==> src/rtl/alu_pkg.sv <==
// rtl/alu_pkg.sv - opcode, flag-index and legality helpers shared by the ALU and its issue stage
package alu_pkg;

  typedef enum logic [3:0] {
    OP_ADD = 4'b0000,
    OP_SUB = 4'b0001,
    OP_AND = 4'b0010,
    OP_OR  = 4'b0011,
    OP_XOR = 4'b0100,
    OP_NOT = 4'b0101,
    OP_SHL = 4'b0110,
    OP_SHR = 4'b0111,
    OP_SRA = 4'b1000,
    OP_ROL = 4'b1001,
    OP_ROR = 4'b1010,
    OP_EQ  = 4'b1011,
    OP_LT  = 4'b1100
  } alu_op_e;

  localparam logic [3:0] OP_LAST = 4'b1100;

  // Bit positions inside res_flags = {carry, ovf, neg, zero}
  localparam int FLAG_ZERO  = 0;
  localparam int FLAG_NEG   = 1;
  localparam int FLAG_OVF   = 2;
  localparam int FLAG_CARRY = 3;

  function automatic logic op_is_illegal(input logic [3:0] sel);
    return sel > OP_LAST;
  endfunction

endpackage

==> src/rtl/alu_issue_fifo.sv <==
// rtl/alu_issue_fifo.sv - synchronous command FIFO feeding the ALU issue stage
module alu_issue_fifo #(
  parameter int DEPTH  = 4,
  parameter int DATA_W = 20,
  localparam int AW    = $clog2(DEPTH),
  localparam int LW    = AW + 1
) (
  input  logic              clk,
  input  logic              rst_n,
  input  logic              push,
  input  logic [DATA_W-1:0] push_data,
  input  logic              pop,
  output logic [DATA_W-1:0] head,
  output logic              full,
  output logic              empty,
  output logic [LW-1:0]     level
);

  logic [DATA_W-1:0] mem_q [DEPTH];
  logic [AW-1:0]     wr_ptr_q, wr_ptr_d, rd_ptr_q, rd_ptr_d;
  logic [LW-1:0]     level_q, level_d;
  logic              do_push, do_pop;

  assign full  = (level_q == LW'(DEPTH));
  assign empty = (level_q == '0);
  assign level = level_q;
  assign head  = mem_q[rd_ptr_q];

  // Full blocks a push even when a pop frees a slot on the same edge
  assign do_push = push && !full;
  assign do_pop  = pop && !empty;

  always_comb begin
    wr_ptr_d = wr_ptr_q + AW'(do_push);
    rd_ptr_d = rd_ptr_q + AW'(do_pop);
    level_d  = level_q + LW'(do_push) - LW'(do_pop);
  end

  always_ff @(posedge clk or negedge rst_n) begin
    if (!rst_n) begin
      wr_ptr_q <= '0;
      rd_ptr_q <= '0;
      level_q  <= '0;
    end else begin
      wr_ptr_q <= wr_ptr_d;
      rd_ptr_q <= rd_ptr_d;
      level_q  <= level_d;
    end
  end

  always_ff @(posedge clk) begin
    if (do_push) mem_q[wr_ptr_q] <= push_data;
  end

endmodule

==> src/rtl/alu_issue_stage.sv <==
// rtl/alu_issue_stage.sv - command FIFO plus result register around the combinational ALU
// Optional sticky {carry, ovf} accumulator enabled by ALU_ISSUE_STICKY_EN.
module alu_issue_stage
  import alu_pkg::*;
#(
  parameter int WIDTH = 8,
  parameter int DEPTH = 4,
  localparam int LW   = $clog2(DEPTH) + 1
) (
  input  logic             clk,
  input  logic             rst_n,
  input  logic             cmd_valid,
  output logic             cmd_ready,
  input  logic [3:0]       cmd_sel,
  input  logic [WIDTH-1:0] cmd_a,
  input  logic [WIDTH-1:0] cmd_b,
  output logic [WIDTH-1:0] alu_a,
  output logic [WIDTH-1:0] alu_b,
  output logic [3:0]       alu_sel,
  input  logic [WIDTH-1:0] alu_out,
  input  logic             alu_carry,
  input  logic             alu_zero,
  input  logic             alu_ovf,
  input  logic             alu_neg,
  output logic             res_valid,
  input  logic             res_ready,
  output logic [WIDTH-1:0] res_data,
  output logic [3:0]       res_flags,
  output logic             res_illegal,
  output logic [LW-1:0]    fifo_level
`ifdef ALU_ISSUE_STICKY_EN
  ,
  input  logic             sticky_clr,
  output logic [1:0]       sticky_flags
`endif
);

  localparam int DATA_W = 4 + 2 * WIDTH;

  logic [DATA_W-1:0] fifo_head;
  logic              fifo_full, fifo_empty, push, pop;

  logic             res_valid_q, res_valid_d;
  logic [WIDTH-1:0] res_data_q, res_data_d;
  logic [3:0]       res_flags_q, res_flags_d;
  logic             res_illegal_q, res_illegal_d;

  alu_issue_fifo #(.DEPTH(DEPTH), .DATA_W(DATA_W)) u_fifo (
    .clk       (clk),
    .rst_n     (rst_n),
    .push      (push),
    .push_data ({cmd_sel, cmd_a, cmd_b}),
    .pop       (pop),
    .head      (fifo_head),
    .full      (fifo_full),
    .empty     (fifo_empty),
    .level     (fifo_level)
  );

  assign cmd_ready = !fifo_full;
  assign push      = cmd_valid && cmd_ready;
  assign pop       = !fifo_empty && (!res_valid_q || res_ready);

  // Idle ALU inputs are forced to zero so nothing stale toggles downstream
  assign {alu_sel, alu_a, alu_b} = fifo_empty ? '0 : fifo_head;

  always_comb begin
    res_valid_d   = res_valid_q;
    res_data_d    = res_data_q;
    res_flags_d   = res_flags_q;
    res_illegal_d = res_illegal_q;
    if (pop) begin
      res_valid_d             = 1'b1;
      res_data_d              = alu_out;
      res_flags_d[FLAG_CARRY] = alu_carry;
      res_flags_d[FLAG_OVF]   = alu_ovf;
      res_flags_d[FLAG_NEG]   = alu_neg;
      res_flags_d[FLAG_ZERO]  = alu_zero;
      res_illegal_d           = op_is_illegal(alu_sel);
    end else if (res_ready) begin
      res_valid_d = 1'b0;
    end
  end

  always_ff @(posedge clk or negedge rst_n) begin
    if (!rst_n) begin
      res_valid_q   <= 1'b0;
      res_data_q    <= '0;
      res_flags_q   <= '0;
      res_illegal_q <= 1'b0;
    end else begin
      res_valid_q   <= res_valid_d;
      res_data_q    <= res_data_d;
      res_flags_q   <= res_flags_d;
      res_illegal_q <= res_illegal_d;
    end
  end

  assign res_valid   = res_valid_q;
  assign res_data    = res_data_q;
  assign res_flags   = res_flags_q;
  assign res_illegal = res_illegal_q;

`ifdef ALU_ISSUE_STICKY_EN
  logic [1:0] sticky_q, sticky_d;

  // A clear on the same edge as a capture discards that capture's flags
  always_comb begin
    sticky_d = sticky_q;
    if (sticky_clr) sticky_d = '0;
    else if (pop)   sticky_d = sticky_q | {alu_carry, alu_ovf};
  end

  always_ff @(posedge clk or negedge rst_n) begin
    if (!rst_n) sticky_q <= '0;
    else        sticky_q <= sticky_d;
  end

  assign sticky_flags = sticky_q;
`endif

endmodule

==> config.mk <==
export PLATFORM = sky130hd
export DESIGN_NAME = alu_issue_stage
export DESIGN_NICKNAME = d
export VERILOG_FILES = /design/src/rtl/alu_pkg.sv /design/src/rtl/alu_issue_fifo.sv /design/src/rtl/alu_issue_stage.sv
export SDC_FILE = /design/constraint.sdc
export NUM_CORES = 1
export LEC_CHECK = 0
export CAP_MARGIN = 20
export CORE_ASPECT_RATIO = 1.75
export CORE_UTILIZATION = 45
export CTS_CLUSTER_DIAMETER = 200
export CTS_CLUSTER_SIZE = 20
export DETAILED_ROUTE_END_ITERATION = 6
export GPL_ROUTABILITY_DRIVEN = 0
export GPL_TIMING_DRIVEN = 0
export PLACE_DENSITY = 0.7
export SYNTH_ARGS = -nofsm -noshare
export SYNTH_HDL_FRONTEND = slang
export SYNTH_SLANG_ARGS = --single-unit
==> constraint.sdc <==
create_clock -name clk -period 3.5 [get_ports clk]
set_input_delay 0.35 -clock clk [delete_from_list [all_inputs] [get_ports clk]]
set_output_delay 0.35 -clock clk [all_outputs]
set_load 0.1 [all_outputs]
Yosys cells after proc, flatten, opt, wreduce, memory -nomap -nowiden
Memories as Yosys holds them, arrays and structs flattened.
Index checks and enable logic that the tools add are counted.
{ "totals": {"reg_bits": 21, "mem_bits_rw": 80, "inputBits": 36, "out_inout_bits": 38, "elab_cells": 29, "memories": 1} }
{ "memory_table": {"columns": ["name", "depth", "word_bits", "read_ports", "rd_clocked_by_memory_dff", "write_ports", "line_no", "text"], "rows": [
  ["u_fifo.mem_q", 4, 20, 1, 0, 1, "alu_issue_fifo.sv:19", "logic [DATA_W-1:0] mem_q [DEPTH];"]
]} }
{ "op_classes": {"add_sub_neg": 4, "order_cmp": 1, "eq_ne": 1, "mux": 5, "n_reduce_logical": 10} }
{ "ops": {"columns": ["operator", "count"], "rows": [
  ["$mux W20", 1],
  ["$add A2 B1 Y2", 2],
  ["$gt A4 B4 Y1 const B", 1],
  ["$logic_and A1 B1 Y1", 4],
  ["$mux W1", 4],
  ["$add A3 B1 Y3", 1],
  ["$eq A3 B3 Y1 const B", 1],
  ["$logic_not A1 Y1", 3],
  ["$logic_not A3 Y1", 1],
  ["$sub A3 B1 Y3", 1],
  ["$reduce_bool A2 Y1", 1],
  ["$logic_or A1 B1 Y1", 1]
]} }

Logic depth before layout (Yosys ltp)
{ "depth": {"word_depth": 6, "mapped_depth": 8, "ltp_nobuf": 7} }

By module
A second synthesis with hierarchy kept.
{ "hier_totals": {"hier_cells": 193, "area_unflattened_um2": 4018.9} }
{ "modules_own_cells": {"columns": ["mod", "instances", "cells_each", "area_per_inst_um2"], "rows": [
  ["alu_issue_fifo", 1, 135, 3281.9],
  ["alu_issue_stage", 1, 58, 737.0]
]} }

Least setup slack after synthesis
No wires, ideal clock.
{ "synth_timing": {"path_type": "register to register", "from": "reg u_fifo.level_q[1] (netlist: u_fifo.level[1])", "to": "mem u_fifo.mem_q[1][0], enable pin", "arrival_time_ns": 3.369, "slack_ns": -0.296, "stages_incl_launch_ff": 4, "path_buffers": 0, "period_less_slack_ns": 3.796, "path_cell_list": "dfrtp_1 or3b_2 nand2_1 nor3b_1"} }
{ "synth_between": {"elab_chain_len": 6} }
{ "synth_lines": {"columns": ["item", "line_no", "text"], "rows": [
  ["from (decl)", "alu_issue_fifo.sv:21", "logic [LW-1:0] level_q, level_d;"],
  ["from (signal assigned)", "alu_issue_fifo.sv:47", "level_q <= level_d;"],
  ["$eq A3 B3 Y1 (*)", "alu_issue_fifo.sv:24", "assign full = (level_q == LW'(DEPTH));"],
  ["$logic_not A1 Y1 (*)", "alu_issue_stage.sv:60", "assign cmd_ready = !fifo_full;"],
  ["via cmd_ready", "alu_issue_stage.sv:13", "output logic cmd_ready,"],
  ["$logic_and A1 B1 Y1", "alu_issue_stage.sv:61", "assign push = cmd_valid && cmd_ready;"],
  ["$logic_and A1 B1 Y1 (*)", "alu_issue_fifo.sv:30", "assign do_push = push && !full;"],
  ["$mux W1 (*)", "alu_issue_fifo.sv:52", "if (do_push) mem_q[wr_ptr_q] <= push_data;"],
  ["$mux W1 (not written as such) (*)", "alu_issue_fifo.sv:52", null],
  ["to (decl)", "alu_issue_fifo.sv:19", null]
]} }
The timed path passes the listed nets; every way through them passes the cells marked *.

Final worst setup path
{ "layout_timing": {"from": "reg u_fifo.rd_ptr_q[0]", "to": "out alu_a[0]"} }
{ "layout_between": {"elab_chain_len": 2} }
{ "layout_lines": {"columns": ["item", "line_no", "text"], "rows": [
  ["from (decl)", "alu_issue_fifo.sv:20", "logic [AW-1:0] wr_ptr_q, wr_ptr_d, rd_ptr_q, rd_ptr_d;"],
  ["from (signal assigned)", "alu_issue_fifo.sv:46", "rd_ptr_q <= rd_ptr_d;"],
  ["$mem_v2 Z4 W20", null, null],
  ["$mux W20", "alu_issue_stage.sv:65", "assign {alu_sel, alu_a, alu_b} = fifo_empty ? '0 : fifo_head;"],
  ["to (decl)", "alu_issue_stage.sv:17", "output logic [WIDTH-1:0] alu_a,"]
]} }
Every way passes these cells.

==> flow_summary.yaml <==
final_layout:
  final_net_count: 318
  antenna_cells: 0
  multi_input_area_um2: 961
  layout-drive-gt1-share: 0.218
  areaGrowthSynthToFinish_pct: 31.7
  regArea_um2: 2930
  fillers: 628
setup_path:
  path_max_fanout: 10
  worstPathCellList: "buf_2, mux4_2, and2_1, clkdlybuf4s50_1"
  worstSetupPathType: "flop to primary output"
  cpPeakStageDelay_ns: 0.97
  critPathRequiredTime_ns: 3.15
  crit_buf_inv: 2
  arrival_ns: 2.83
  cp_slowest_cell: "clkdlybuf4s50_1"
  critPathCaptureType: "primary output"
  critPathTopFamily: "buffers and inverters"
  cp-start-kind: "flop"
logic_synthesis:
  syn_nets: 227
  synth_cell_type_count: 30
  netlist_area_um2: 3940
  synthCells: 188
  ys_warn_count: 0
  synth-seq-cells: 101
  postSynthAreaPerCell_um2: 21.0
  ys_seq_area_frac: 0.743
cts:
  cts.sinks: 101
  cts-root-to-sink-buffers: 2
  cts_tree: "done"
  cts_setup_buffers: 0
  ctsHoldBuffers: 0
  cts-root-buf: "clkbuf_16"
  cts_max_level: 3
  cts_buffers: 9
  cts_resized: 0
  clk_pin_slew_ns: 0.06
  clock_latency_ns: 0.34
grt:
  overflow: 0
  grt_pass1_wl_um: 11400
  track_usage: 0.172
  grt_pass1_vias: 2198
  antenna_found_initial: 0
  grt_max_degree: 22
job:
  drv_cap: 0
sta:
  hold_viol: 0
  final-max-slew-violation-count: 0
  finalCriticalPeriod_ns: 3.18
  rsz0062_at_grt: "false"
  maxSlewHeadroom: 0.342
  maxClockFrequency_mhz: 314
  finalSetupTns_ns: 0
  fin_crit_sh: 0.910
  skew_ns: 0.00883
  worst_pin_slew_ns: 0.984
  finalSetupViolCount: 0
routing:
  drtIter0Drc: 74
  antenna_left: 0
  wl_per_cell_um: 17.6
  totalWireLength_um: 7010
  firstDrtPassIters: 2
  via_per_inst: 5.11
  route.detailed.drc: 0
  vias: 2040
floorplan:
  boundaryPins: 74
  core_um2: 8370
  die_area_um2: 9150
  die_h_um: 126
  rows: 44
  start_util: 0.471
  die_w_um: 72.7
place:
  port_buffers: 73
  post-dp-hpwl_um: 4810
hold_path:
  min_path_type: "flop to flop"
status:
  status: "finished, final reports clean"
state kept, by name, indices dropped and copies added (netlist names):
register / count
u_fifo.rd_ptr_q: 2
res_data: 8
u_fifo.level: 3
res_flags: 4
u_fifo.mem_q: 80
u_fifo.wr_ptr_q: 2
res_illegal: 1
res_valid: 1
final cells by class:
cell class                 count  share of cell area
sequential                   101               0.564
tap                          115              0.0277
multi-input combinational     77               0.185
inverter                       2             0.00145
buffer                         8              0.0116
timing repair buffer          80               0.159
clock buffer                  10              0.0441
clock inverter                 6             0.00723
synthesized netlist by cell type, drive strengths merged:
library cell / n / area, um^2
mux2: 12 / 169
buf: 5 / 48.8
nor3: 1 / 5.00
and3: 1 / 6.26
clkbuf: 3 / 11.3
edfxtp: 80 / 2400
o21ai: 1 / 5.00
o2bb2ai: 1 / 8.76
nand4: 1 / 6.26
fa: 1 / 20.0
mux2i: 1 / 10.0
or3b: 1 / 8.76
nand3: 1 / 5.00
dfrtp: 21 / 526
nand2: 2 / 7.51
mux4: 20 / 450
or3: 1 / 6.26
nor3b: 2 / 15.0
ha: 2 / 25.0
and2: 21 / 134
nand2b: 2 / 12.5
xnor2: 3 / 26.3
or2b: 1 / 7.51
inv: 2 / 7.51
xor2: 2 / 17.5
worst register-to-register path: stages (launching register included):
cell     delay, ns
dfrtp_1       0.43
or3b_2        0.50
nand2_1       0.19
inv_1         0.12
ha_1          0.23
fa_1          0.38
xor2_1        0.16
xnor2_1       0.14
path summary, 6_finish.rpt:
check	startpoint	endpoint	slack, ns	depth (start not counted)
worst max-delay path	u_fifo.rd_ptr_q[0]$_DFF_PN0_	alu_a[0]	0.32	4
worst min-delay path	res_illegal$_DFFE_PN0P_	res_illegal$_DFFE_PN0P_	0.50	1
worst max register to register	u_fifo.level[1]$_DFF_PN0_	u_fifo.level[2]$_DFF_PN0_	1.23	7
worst min register to register	res_illegal$_DFFE_PN0P_	res_illegal$_DFFE_PN0P_	0.50	1
max in group asynchronous	rst_n	res_flags[0]$_DFFE_PN0P_	2.41	1
min in group asynchronous	rst_n	u_fifo.wr_ptr_q[1]$_DFF_PN0_	0.53	1
layer usage:
| layer | vias up | track usage | routed length [um] |
|---|---|---|---|
| met2 | 59 | 0.292 | 3750 |
| li1 | 921 | - | - |
| met5 | - | 0 | 0 |
| met3 | 13 | 0.0336 | 291 |
| met4 | 0 | 0.0830 | 178 |
| met1 | 1047 | 0.205 | 2790 |
cell families (layout without fill, tap and decap cells):
group,after synthesis,in the layout,share of synthesized area
AO/OA/AOI/OAI,2,2,0.00349
XOR/XNOR,5,5,0.0111
adder cells (fa/ha/maj),3,3,0.0114
buffers and inverters,10,106,0.0171
flip-flops,101,101,0.743
multiplexers,33,33,0.160
AND/OR/NAND/NOR,34,34,0.0543
placed cells by master, fill, tap and decap left out, types with 3 or more instances in the layout:
cell type        netlist  final
mux4_2                20     20
clkdlybuf4s50_1        0     73
dfrtp_1               21     21
mux2_2                 3      3
clkbuf_16              0      9
clkbuf_1               3      4
mux2_4                 9      9
buf_6                  1      7
and2_1                20     20
edfxtp_1              80     80
xnor2_1                3      3
stage by stage:
| step | instances | hold slack (ns) | worst slack, ns | util | instance area (um^2) |
|---|---|---|---|---|---|
| final | 399 | 0.500 | 0.317 | 0.621 | 5190 |
| after global routing | 399 | 0.520 | 0.149 | 0.621 | 5190 |
| after CTS | 398 | 0.498 | 0.256 | 0.617 | 5160 |
| after detailed placement | 382 | 0.484 | 0.649 | 0.585 | 4900 |
| after global placement | 376 | 0.471 | -0.593 | 0.576 | 4820 |
| after floorplan | 188 | 0.0544 | -0.296 | - | 3940 |
Power is not shown: default switching activity piles up to over one toggle a cycle in this logic, so the estimate is an artifact.
